**config.mk**
```make
export PLATFORM = sky130hd
export DESIGN_NAME = fetch_unit
export DESIGN_NICKNAME = d
export VERILOG_FILES = /design/src/rtl/fetch_unit.sv
export SDC_FILE = /design/constraint.sdc
export NUM_CORES = 1
export LEC_CHECK = 0
export CORE_ASPECT_RATIO = 1.25
export CORE_MARGIN = 5
export CORE_UTILIZATION = 52
export CTS_CLUSTER_DIAMETER = 100
export DETAILED_ROUTE_END_ITERATION = 10
export GPL_TIMING_DRIVEN = 0
export PLACE_DENSITY = 0.87
export SYNTH_ARGS = -nofsm -noshare
export SYNTH_HDL_FRONTEND = slang
export SYNTH_SLANG_ARGS = --single-unit
```
**constraint.sdc**
```tcl
create_clock -name clk -period 6.6 [get_ports clk]
set_input_delay 1.32 -clock clk [delete_from_list [all_inputs] [get_ports clk]]
set_output_delay 1.32 -clock clk [all_outputs]
set_load 0.05 [all_outputs]
```
**src/rtl/fetch_unit.sv**
```systemverilog
// fetch_unit: instruction fetch stage. Owns the program counter, addresses the
// combinational instruction memory and holds the IF/ID register. Decode reads
// the IF/ID register through a valid/ready handshake. Redirects from execute
// flush the register. A misaligned redirect target latches a sticky trap.
module fetch_unit #(
   parameter int          DWIDTH   = 32,
   parameter logic [31:0] RESET_PC = 32'h0000_0000
) (
   input  logic              clk,
   input  logic              nReset,
   output logic [31:0]       imem_addr,
   input  logic [DWIDTH-1:0] imem_instr,
   input  logic              redirect_valid,
   input  logic [31:0]       redirect_pc,
   input  logic              id_ready,
   output logic              id_valid,
   output logic [DWIDTH-1:0] id_instr,
   output logic [31:0]       id_pc,
   output logic [31:0]       id_pc4,
   output logic              misalign,
   output logic [31:0]       fetch_count
);

   localparam logic [1:0] IDLE = 2'd0;
   localparam logic [1:0] RUN  = 2'd1;
   localparam logic [1:0] TRAP = 2'd2;

   logic [1:0]  state, state_nxt;
   logic [31:0] pc, pc_nxt;
   logic [31:0] pc_plus4;
   logic        capture;
   logic        flush;
   logic        trap_set;
   logic        tgt_misaligned;
   logic        xfer;

   // The memory takes a word index. This holds in every state, including TRAP.
   assign imem_addr      = {2'b00, pc[31:2]};
   assign pc_plus4       = pc + 32'd4;
   assign tgt_misaligned = (redirect_pc[1:0] != 2'b00);
   // Decode has taken the current entry. A flush in the same cycle still counts it.
   assign xfer           = id_valid & id_ready;

   // Next-state decode. A redirect beats stall and capture. TRAP ignores all inputs.
   always_comb begin
      state_nxt = state;
      pc_nxt    = pc;
      capture   = 1'b0;
      flush     = 1'b0;
      trap_set  = 1'b0;
      case (state)
         IDLE: begin
            if (redirect_valid) begin
               pc_nxt = redirect_pc;
               flush  = 1'b1;
               if (tgt_misaligned) begin
                  trap_set  = 1'b1;
                  state_nxt = TRAP;
               end else begin
                  state_nxt = RUN;
               end
            end else begin
               state_nxt = RUN;
            end
         end
         RUN: begin
            if (redirect_valid) begin
               pc_nxt = redirect_pc;
               flush  = 1'b1;
               if (tgt_misaligned) begin
                  trap_set  = 1'b1;
                  state_nxt = TRAP;
               end
            end else if (!id_valid || id_ready) begin
               capture = 1'b1;
               pc_nxt  = pc_plus4;
            end
         end
         TRAP: begin
            state_nxt = TRAP;
         end
         default: begin
            state_nxt = IDLE;
         end
      endcase
   end

   // FSM state and program counter.
   always_ff @(posedge clk or negedge nReset) begin
      if (!nReset) begin
         state <= IDLE;
         pc    <= RESET_PC;
      end else begin
         state <= state_nxt;
         pc    <= pc_nxt;
      end
   end

   // IF/ID register. A flush clears only the valid bit. The payload is don't-care until the next capture.
   always_ff @(posedge clk or negedge nReset) begin
      if (!nReset) begin
         id_valid <= 1'b0;
         id_instr <= '0;
         id_pc    <= 32'd0;
         id_pc4   <= 32'd0;
      end else if (flush) begin
         id_valid <= 1'b0;
      end else if (capture) begin
         id_valid <= 1'b1;
         id_instr <= imem_instr;
         id_pc    <= pc;
         id_pc4   <= pc_plus4;
      end
   end

   // Sticky misalign trap flag. Only reset clears it.
   always_ff @(posedge clk or negedge nReset) begin
      if (!nReset)
         misalign <= 1'b0;
      else if (trap_set)
         misalign <= 1'b1;
   end

   // Wrapping count of instructions accepted by decode.
   always_ff @(posedge clk or negedge nReset) begin
      if (!nReset)
         fetch_count <= 32'd0;
      else if (xfer)
         fetch_count <= fetch_count + 32'd1;
   end

endmodule
```
==> results.yml <==
outcome:
  status: "complete, no violations"
logic_synthesis:
  synthXorXnorAreaFrac_pct: 4.55
  synth.area.mux_share_pct: 0.804
  synth_ff_type: "dfrtp_1"
  synth_cell_types: 54
  synth_seq_cells: 162
  netlist_instances: 898
  synthArstFlopShare_pct: 100
  synth_edf_count: 0
  synth_top_family_by_area: "simple AND/OR/NAND/NOR gates"
  yosys.area_share.simple_pct: 27.2
  synth_compound_area_share_pct: 9.06
  avgSynthCellArea_sq_um: 9.01
  yosysWarnings: 0
  synth_area_sq_um: 8090
  ys_seq_area_share_pct: 50.1
  synth-adder-area-share_pct: 0.773
hold_path:
  hp-class: "flop to flop"
clocking:
  cts.clk_slew.worst_paths_ns: 0.07
  postCtsHoldBufs: 0
  cts_sinks: 162
  root_buffer: "clkbuf_16"
  cts-resized-gates: 0
  cts_setup_buffers: 0
  cts-buffers-inserted: 17
  clockBufferDepth: 2
  htreeDepth: 4
  cts_tree: "done"
  insertion_delay_ns: 0.43
route:
  routedWlPerCell_um: 19.2
  wl_um: 26300
  vias: 7893
  routed_via_density: 5.76
  ant_nets: 0
  firstDrtPassIters: 5
  drc: 0
  drt_iter0_drc: 892
floorplan:
  die_h_um: 149
  fp.coreArea_sq_um: 15400
  initial_core_util_pct: 52.4
  num_rows: 51
  ios: 230
  dieWidth_um: 122
  dieArea_sq_um: 18200
timing:
  min_period_over_period_pct: 55.7
  rsz0062_at_grt: "false"
  tightest_slew_ns: 0.997
  fin_skew_ns: 0.0118
  maxSlewViolCount: 0
  hold_violations: 0
  max_clock_freq_mhz: 272
  tns_ns: 0
  relSlewSlack_pct: 32.9
  fin_crit_ns: 3.68
  finalSetupViolCount: 0
setup_path:
  crit_path_end_kind: "flop"
  path_cells: "clkdlybuf4s50_1, nand2b_1, clkbuf_1, nor2_1, clkbuf_1, clkbuf_1, nand2_1, nand2_1"
  critPathKind: "primary input to flop"
  critPathMaxStageDelay_ns: 0.55
  critPathMostFrequentCell: "clkbuf_1"
  crit_fanout: 10
  cp.required_ns: 6.96
  slowest_stage: "clkbuf_1"
  ff2ff_setup_slack_ns: 3.62
  cp-start-kind: "primary input"
  crit_arrival_ns: 4.03
final_layout:
  multi_input_area_sq_um: 3440
  regArea_sq_um: 4050
  nNetsFinal: 1219
  nFillCells: 1113
  final_area_sq_um: 11300
  mostFrequentLayoutCells: "nand2_1, clkdlybuf4s50_1, dfrtp_1"
  area_delta_synth_final_pct: 39.2
  n_antenna_cell: 0
  mostFrequentLayoutCell: "nand2_1"
  drive_gt1_share_pct: 8.80
place:
  place_area_sq_um: 10700
  port_buffers: 227
  place_congestion: 0.959
  dp_hpwl_um: 19400
grt:
  grt_pass1_wl_um: 41200
  grt_antenna_before_repair: 0
  grtUsageTotal_pct: 29.0
  grt_max_degree: 112
  grt_pass1_vias: 7789
  grt.overflow.total: 0
power_and_ir_drop:
  p_per_area_nw_per_um2: 558
  ir_drop_mv: 0.322
  p_leak_nw: 4.78
job:
  max-cap-violations: 0
layout make-up:
class	instances	area share, %
flip-flops and latches	162	36.0
repair buffers	228	20.5
well taps	212	2.36
multi-input cells	626	30.5
plain buffers	104	5.12
clock buffers	18	3.90
clock inverters	14	1.42
inverters	7	0.233
path summary, 6_finish.rpt:
path                                 from              end  cells after the start
hold / removal                      pc[1]         id_pc[1]                      2
setup / recovery           redirect_valid        id_pc4[3]                      8
hold reg to reg                     pc[1]         id_pc[1]                      2
min in group asynchronous          nReset  fetch_count[15]                      1
max in group asynchronous          nReset           pc[21]                      2
setup reg to reg                 state[1]        id_pc4[3]                      9
report_power, final:
part / internal [W] / switching, W / leakage [nW]
logic: 0.00119 / 0.00240 / 2.47
registers: 0.00139 / 0.000305 / 2.03
clock network: 0.000550 / 0.000451 / 0.287
layer usage:
metal | vias up | wire (um) | track usage, %
met5 | - | 0 | 0
met4 | 0 | 1170 | 12.5
met3 | 101 | 2650 | 7.64
met2 | 500 | 12900 | 48.9
met1 | 3694 | 9580 | 35.0
li1 | 3598 | - | -
sequential cells by signal, indices dropped and copies added, names as in the netlist:
| name | cells |
|---|---|
| fetch_count | 32 |
| id_instr | 32 |
| id_pc | 32 |
| id_pc4 | 30 |
| id_valid | 1 |
| misalign | 1 |
| pc | 32 |
| state | 2 |
cell usage after synthesis (8+ instances only):
cell type,count,area [sq um]
nand2_1,250,938
dfrtp_1,162,4050
clkbuf_1,46,173
buf_4,39,293
nor2_1,37,139
nand3_1,34,170
nand4_1,34,213
xnor2_1,34,298
or4_1,31,233
o21ai_0,30,150
nor4_1,18,113
a31oi_1,17,106
a21oi_1,16,80.1
o211ai_1,12,90.1
buf_2,10,50.1
o31ai_1,9,67.6
nor3_1,8,40.0
xor2_1,8,70.1
worst max-delay path, delay by kind of cell:
| kind | cells | cell delay, ns |
|---|---|---|
| buffers and inverters | 4 | 1.84 |
| AND/OR/NAND/NOR | 4 | 0.86 |
per-stage QoR:
step / setup slack (ns) / std cells / hold slack, ns / util [%] / total power, W
floorplan: 3.79 / 899 / 0.433 / - / 0.00403
global placement: -2.28 / 1338 / 0.448 / 68.8 / 0.00520
detailed placement: 2.57 / 1339 / 0.451 / 69.0 / 0.00526
CTS: 3.00 / 1371 / 0.475 / 72.9 / 0.00628
global route: 2.74 / 1371 / 0.490 / 72.9 / 0.00658
finish: 2.92 / 1371 / 0.471 / 72.9 / 0.00628
kinds of logic (layout without fill, tap and decap cells):
kind of cell,after synthesis,count (layout)
buffers and inverters,111,371
AO/OA/AOI/OAI,114,114
other,1,2
XOR/XNOR,42,42
adder cells (fa/ha/maj),5,5
flip-flops,162,162
multiplexers,6,6
AND/OR/NAND/NOR,457,457
No activity file was read; power rests on OpenSTA's default activity.
==> RTL edit 1: new RTL, config.mk and constraints unchanged <==
Change the parameter `DWIDTH` from 32 to 64.
--- a/src/rtl/fetch_unit.sv
+++ b/src/rtl/fetch_unit.sv
@@ -5,3 +5,3 @@
 module fetch_unit #(
-   parameter int          DWIDTH   = 32,
+   parameter int          DWIDTH   = 64,
    parameter logic [31:0] RESET_PC = 32'h0000_0000
Ports: changed (resized id_instr and imem_instr); port bits go from 230 to 294. No check against the original RTL was run, so the function may have changed too.
==> RTL edit 1 against the original RTL <==
Synthesized area grew 7.9%. Synthesized cell count shrank 16%. Total power grew 19%. Sequential share of layout area grew 2.5 points. Routed wire length shrank 4.0%. Sequential power grew 22%. Core utilization grew 2.8 points. Die area grew 7.3%. Fmax grew 10%. Design area grew 12%. Clock power grew 11%. Sequential cell count grew 32. Global-route usage shrank 2.9 points. Setup slack gained 0.35 ns. Critical path type unchanged. Highest routed layer unchanged.
==> RTL edit 1: results (changes against the original RTL) <==
largest net degree at the start of global routing=118 (was 112); fin nets=1170 (was 1219); Final GP Congestion=0.894 (was 0.959); overall routing resource usage=26.1% (was 29.0%); Yosys cell types=47 (was 54); post-detailed-route via-to-cell ratio=5.46 (was 5.76); Commonest cells post-synth=sky130_fd_sc_hd__dfrtp_1 (194), sky130_fd_sc_hd__mux2_2 (100), sky130_fd_sc_hd__nand2_1 (74) (was sky130_fd_sc_hd__nand2_1 (250), sky130_fd_sc_hd__dfrtp_1 (162), sky130_fd_sc_hd__clkbuf_1 (46)); Hold Path Cell Cnt=1 (was 2); Worst Hold Path EP=misalign (was id_pc[1]); DR WL met2=13.3 mm (was 12.9 mm); clock tree skew after final layout=0.0145 ns (was 0.0118 ns); endpoint of the worst register-to-register path=id_pc[14] (was id_pc4[3]); arrival time reported for the critical path endpoint=3.63 ns (was 4.03 ns); sequential area share after synthesis=55.6% (was 50.1%); met3 WL=1.85 mm (was 2.65 mm); post-detailed-placement half-perimeter wirelength=18.7 mm (was 19.4 mm); final routed wirelength across all metal layers=25.3 mm (was 26.3 mm); critical path peak fanout=10 (unchanged); reg-to-reg setup timing slack=3.98 ns (was 3.62 ns); worst r2r src=state[0] (was state[1]); via count of the first global-routing pass=7390 (was 7789); HP Start=misalign (was pc[1]); first-pass GRT wire length=40.2 mm (was 41.2 mm); initial DRC count=502 (was 892); fraction of final layout cells sized beyond drive strength 1=18.0% (was 8.80%); met1 layer wirelength in the final routing=9.13 mm (was 9.58 mm); top cells by area in the synthesized netlist=sky130_fd_sc_hd__dfrtp_1 (56%), sky130_fd_sc_hd__mux2_2 (13%), sky130_fd_sc_hd__xor2_1 (3.2%) (was sky130_fd_sc_hd__dfrtp_1 (50%), sky130_fd_sc_hd__nand2_1 (12%), sky130_fd_sc_hd__xnor2_1 (3.7%)); antenna violations before repair=2 (was 0); number of cell instances on the worst register-to-register path=7 (was 9); Slew @ Worst Pin=0.777 ns (was 0.997 ns); Worst-path clk slew=0.07 ns (about the same); static power due to leakage=5.35 nW (was 4.78 nW); dpl cell area=12000 um^2 (was 10700 um^2); run status=finished clean (unchanged)
==> RTL edit 1: cell count changes after synthesis, sizes merged, moves of 16 or more <==
cell / delta
nand2: -176
mux2: +96
dfrtp: +32
or4: -31
clkbuf: -25
nand4: -24
xor2: +24
nor4: -16
==> RTL edit 1: how the worst max path moves through the flow <==
| stage | start | endpoint | slack (ns) | depth (start not counted) |
|---|---|---|---|---|
| final | redirect_valid | id_pc[14] | 3.27 | 7 |
| after global routing | redirect_valid | id_pc[26] | 3.18 | 7 |
| after CTS | redirect_valid | id_pc4[3] | 3.26 | 7 |
| after detailed placement | redirect_valid | id_pc4[3] | 2.82 | 7 |
| after global placement | nReset | id_instr[26] | -3.81 | 1 |
| after floorplan | id_ready | id_instr[0] | 4.05 | 5 |
==> RTL edit 1: logic make-up (layout without fill, tap and decap cells) <==
logic type | Yosys count | in the layout | synth area share [%]
DFF | 194 | 194 | 55.6
xor gates and xnor gates | 59 | 59 | 5.92
muxes | 103 | 103 | 13.2
and+or+nand+nor | 189 | 189 | 10.7
buffers and inverters | 82 | 406 | 5.35
adders and majority gates | 5 | 5 | 0.717
other | 1 | 4 | 0.0430
AOI/OAI and AO/OA | 120 | 120 | 8.38
==> RTL edit 1: metrics by stage <==
| step | setup WS, ns | std cells | hold WS [ns] | power [W] |
|---|---|---|---|---|
| 4_1_cts | 3.26 | 1298 | 0.483 | 0.00748 |
| 3_5_place_dp | 2.82 | 1266 | 0.462 | 0.00636 |
| 5_1_grt | 3.18 | 1300 | 0.497 | 0.00777 |
| 6_report | 3.27 | 1300 | 0.476 | 0.00745 |
| 2_1_floorplan | 4.05 | 754 | 0.475 | 0.00488 |
| 3_3_place_gp | -3.81 | 1265 | 0.461 | 0.00626 |
==> RTL edit 1: report_power, final <==
group,internal [W],total (W),leakage [nW],switching [W]
Sequential,0.00170,0.00208,2.36,0.000383
Clock,0.000617,0.00111,0.310,0.000489
Combinational,0.00157,0.00426,2.68,0.00269
==> RTL edit 1: critical path, cell delays in order <==
cell	delay, ns
sky130_fd_sc_hd__clkdlybuf4s50_1	0.61
sky130_fd_sc_hd__nor2b_1	0.07
sky130_fd_sc_hd__buf_2	0.18
sky130_fd_sc_hd__nand2_1	0.18
sky130_fd_sc_hd__clkbuf_1	0.51
sky130_fd_sc_hd__buf_2	0.39
sky130_fd_sc_hd__mux2_2	0.38
==> RTL edit 1: layout make-up <==
class	instances	area [um^2]
Sequential cell	194	4850
Fill cell	1083	4040
Multi-Input combinational cell	478	3410
Timing Repair Buffer	292	2950
Buffer	78	452
Clock buffer	17	425
Tap cell	220	275
Clock inverter	15	216
Inverter	4	15.0
Antenna cell	2	5.00
==> RTL edit 1: routing by layer <==
metal,track usage [%],vias to the layer above
met5,0,-
met4,10.6,0
met3,6.35,61
met2,46.7,356
met1,29.9,3459
li1,-,3222
==> RTL edit 2: new RTL, config.mk and constraints unchanged <==
Without the edit above. Put one more register stage on the output `fetch_count`, without a reset. The value now appears one clock later. The other outputs are not delayed to match.
--- a/src/rtl/fetch_unit.sv
+++ b/src/rtl/fetch_unit.sv
@@ -26,2 +26,4 @@
    localparam logic [1:0] TRAP = 2'd2;
+
+   logic [31:0] fetch_count_s0;
 
@@ -126,5 +128,9 @@
       if (!nReset)
-         fetch_count <= 32'd0;
+         fetch_count_s0 <= 32'd0;
       else if (xfer)
-         fetch_count <= fetch_count + 32'd1;
+         fetch_count_s0 <= fetch_count_s0 + 32'd1;
+   end
+
+   always_ff @(posedge clk) begin
+      fetch_count <= fetch_count_s0;
    end
Behaviour: not the same (a bounded check fails within 4 cycles, from zero or initial values and one cycle with nReset low).
==> RTL edit 2 against the original RTL <==
Setup slack improved by 0.27 ns. Combinational power decreased by 2%. Clock skew decreased by 0.0032 ns. Sequential cell count increased by 32. Synthesized area increased by 2.4%. Routed wire length decreased by 8.4%. Design area increased by 1.9%. Total power increased by 3.5%. Critical path type unchanged. Critical endpoint is now id_pc[13]. Largest power group unchanged.
==> RTL edit 2: results (changes against the original RTL) <==
run status=finished clean (unchanged); fin nets=1188 (was 1219); sequential area share after synthesis=56.7% (was 50.1%); clock tree skew after final layout=0.00855 ns (was 0.0118 ns); net switching share of the total power=49.1% (was 50.2%); worst r2r src=state[0] (was state[1]); DR WL met2=12.1 mm (was 12.9 mm); via count of the first global-routing pass=7313 (was 7789); Worst Hold Path EP=fetch_count[30] (was id_pc[1]); static power due to leakage=5.11 nW (was 4.78 nW); met1 layer wirelength in the final routing=8.82 mm (was 9.58 mm); endpoint of the worst register-to-register path=id_pc[13] (was id_pc4[3]); arrival time reported for the critical path endpoint=3.78 ns (was 4.03 ns); Slew @ Worst Pin=1.16 ns (was 0.997 ns); Final GP Congestion=0.871 (was 0.959); number of detailed-route iterations in the first pass=6 (was 5); post-detailed-route via-to-cell ratio=5.44 (was 5.76); met3 WL=2.26 mm (was 2.65 mm); buffers added on ports=226 (was 227); largest net degree at the start of global routing=125 (was 112); post-detailed-placement half-perimeter wirelength=17.3 mm (was 19.4 mm); Commonest cells post-synth=sky130_fd_sc_hd__nand2_1 (260), sky130_fd_sc_hd__dfrtp_1 (162), sky130_fd_sc_hd__o21ai_0 (42) (was sky130_fd_sc_hd__nand2_1 (250), sky130_fd_sc_hd__dfrtp_1 (162), sky130_fd_sc_hd__clkbuf_1 (46)); top cells by area in the synthesized netlist=sky130_fd_sc_hd__dfrtp_1 (49%), sky130_fd_sc_hd__nand2_1 (12%), sky130_fd_sc_hd__dfxtp_1 (7.7%) (was sky130_fd_sc_hd__dfrtp_1 (50%), sky130_fd_sc_hd__nand2_1 (12%), sky130_fd_sc_hd__xnor2_1 (3.7%)); H-Tree Level Count=4 (unchanged); fraction of final layout cells sized beyond drive strength 1=8.51% (was 8.80%); overall routing resource usage=26.8% (was 29.0%); antenna violations before repair=1 (was 0); Avg WL per Cell=18.0 um (was 19.2 um); Hold Path Cell Cnt=0 (was 2); Yosys cell types=49 (was 54); initial DRC count=745 (was 892); async set-reset flop share out of synthesis=83.5% (was 100%); first-pass GRT wire length=38.2 mm (was 41.2 mm); GR met1 Demand/Resource=32.0% (was 35.0%)
RTL edit 2: cell count changes in the layout (fill, tap and decap cells not counted), sizes merged, moves of 9 or more:
cell	change
or4	-26
clkbuf	-10
a21oi	+16
xor2	+20
nand2	+10
nand3	-10
o211ai	-9
a31oi	-12
nor4	-13
o21ai	+13
nand4	-19
dfxtp	+32
a2bb2oi	+9
RTL edit 2: cell type report:
type | instances | area (um^2)
Fill cell | 1120 | 4160
Clock inverter | 15 | 204
Timing Repair Buffer | 227 | 2290
Inverter | 7 | 26.3
Sequential cell | 194 | 4690
Buffer | 87 | 468
Tap cell | 212 | 265
Clock buffer | 17 | 425
Multi-Input combinational cell | 581 | 3100
Antenna cell | 1 | 2.50
RTL edit 2: worst max path at each step:
stage	from	endpoint
finish	id_ready	id_pc[13]
global route	id_ready	id_instr[6]
CTS	id_ready	id_pc[11]
detailed placement	id_ready	id_pc[17]
global placement	nReset	fetch_count_s0[31]
floorplan	redirect_valid	id_pc[0]
RTL edit 2: cells by family (layout without fill, tap and decap cells):
group | Yosys count | after routing | synth area share (%)
XOR/XNOR | 58 | 58 | 6.13
other | 1 | 3 | 0.0453
adder cells (fa/ha/maj) | 5 | 5 | 0.755
buffers and inverters | 94 | 353 | 5.97
flip-flops | 194 | 194 | 56.7
AO/OA/AOI/OAI | 132 | 132 | 9.86
AND/OR/NAND/NOR | 379 | 379 | 19.9
multiplexers | 5 | 5 | 0.650
RTL edit 2: through the flow:
step | hold slack (ns) | TNS (ns) | std cells | worst slack, ns | power [W]
final | 0.385 | 0 | 1341 | 3.20 | 0.00650
after global routing | 0.397 | 0 | 1341 | 3.02 | 0.00682
after CTS | 0.385 | 0 | 1340 | 3.13 | 0.00651
after detailed placement | 0.366 | 0 | 1308 | 2.69 | 0.00543
after global placement | 0.354 | -392.07 | 1307 | -2.44 | 0.00534
after floorplan | 0.347 | 0 | 869 | 3.84 | 0.00422
RTL edit 2: power groups by stage:
stage          clock network (W)  registers (W)  logic [W]
3_3_place_gp                   0        0.00192    0.00342
3_5_place_dp                   0        0.00194    0.00349
5_1_grt                  0.00113        0.00198    0.00371
6_report                 0.00106        0.00192    0.00351
2_1_floorplan                  0        0.00285    0.00137
4_1_cts                  0.00108        0.00192    0.00351
RTL edit 2: critical path, stage by stage:
cell                              delay, ns
sky130_fd_sc_hd__clkdlybuf4s50_1       0.46
sky130_fd_sc_hd__nor2b_1               0.26
sky130_fd_sc_hd__nand2b_1              0.15
sky130_fd_sc_hd__clkbuf_1              0.40
sky130_fd_sc_hd__clkbuf_1              0.49
sky130_fd_sc_hd__clkbuf_1              0.48
sky130_fd_sc_hd__nand2_1               0.12
sky130_fd_sc_hd__nand2_1               0.08
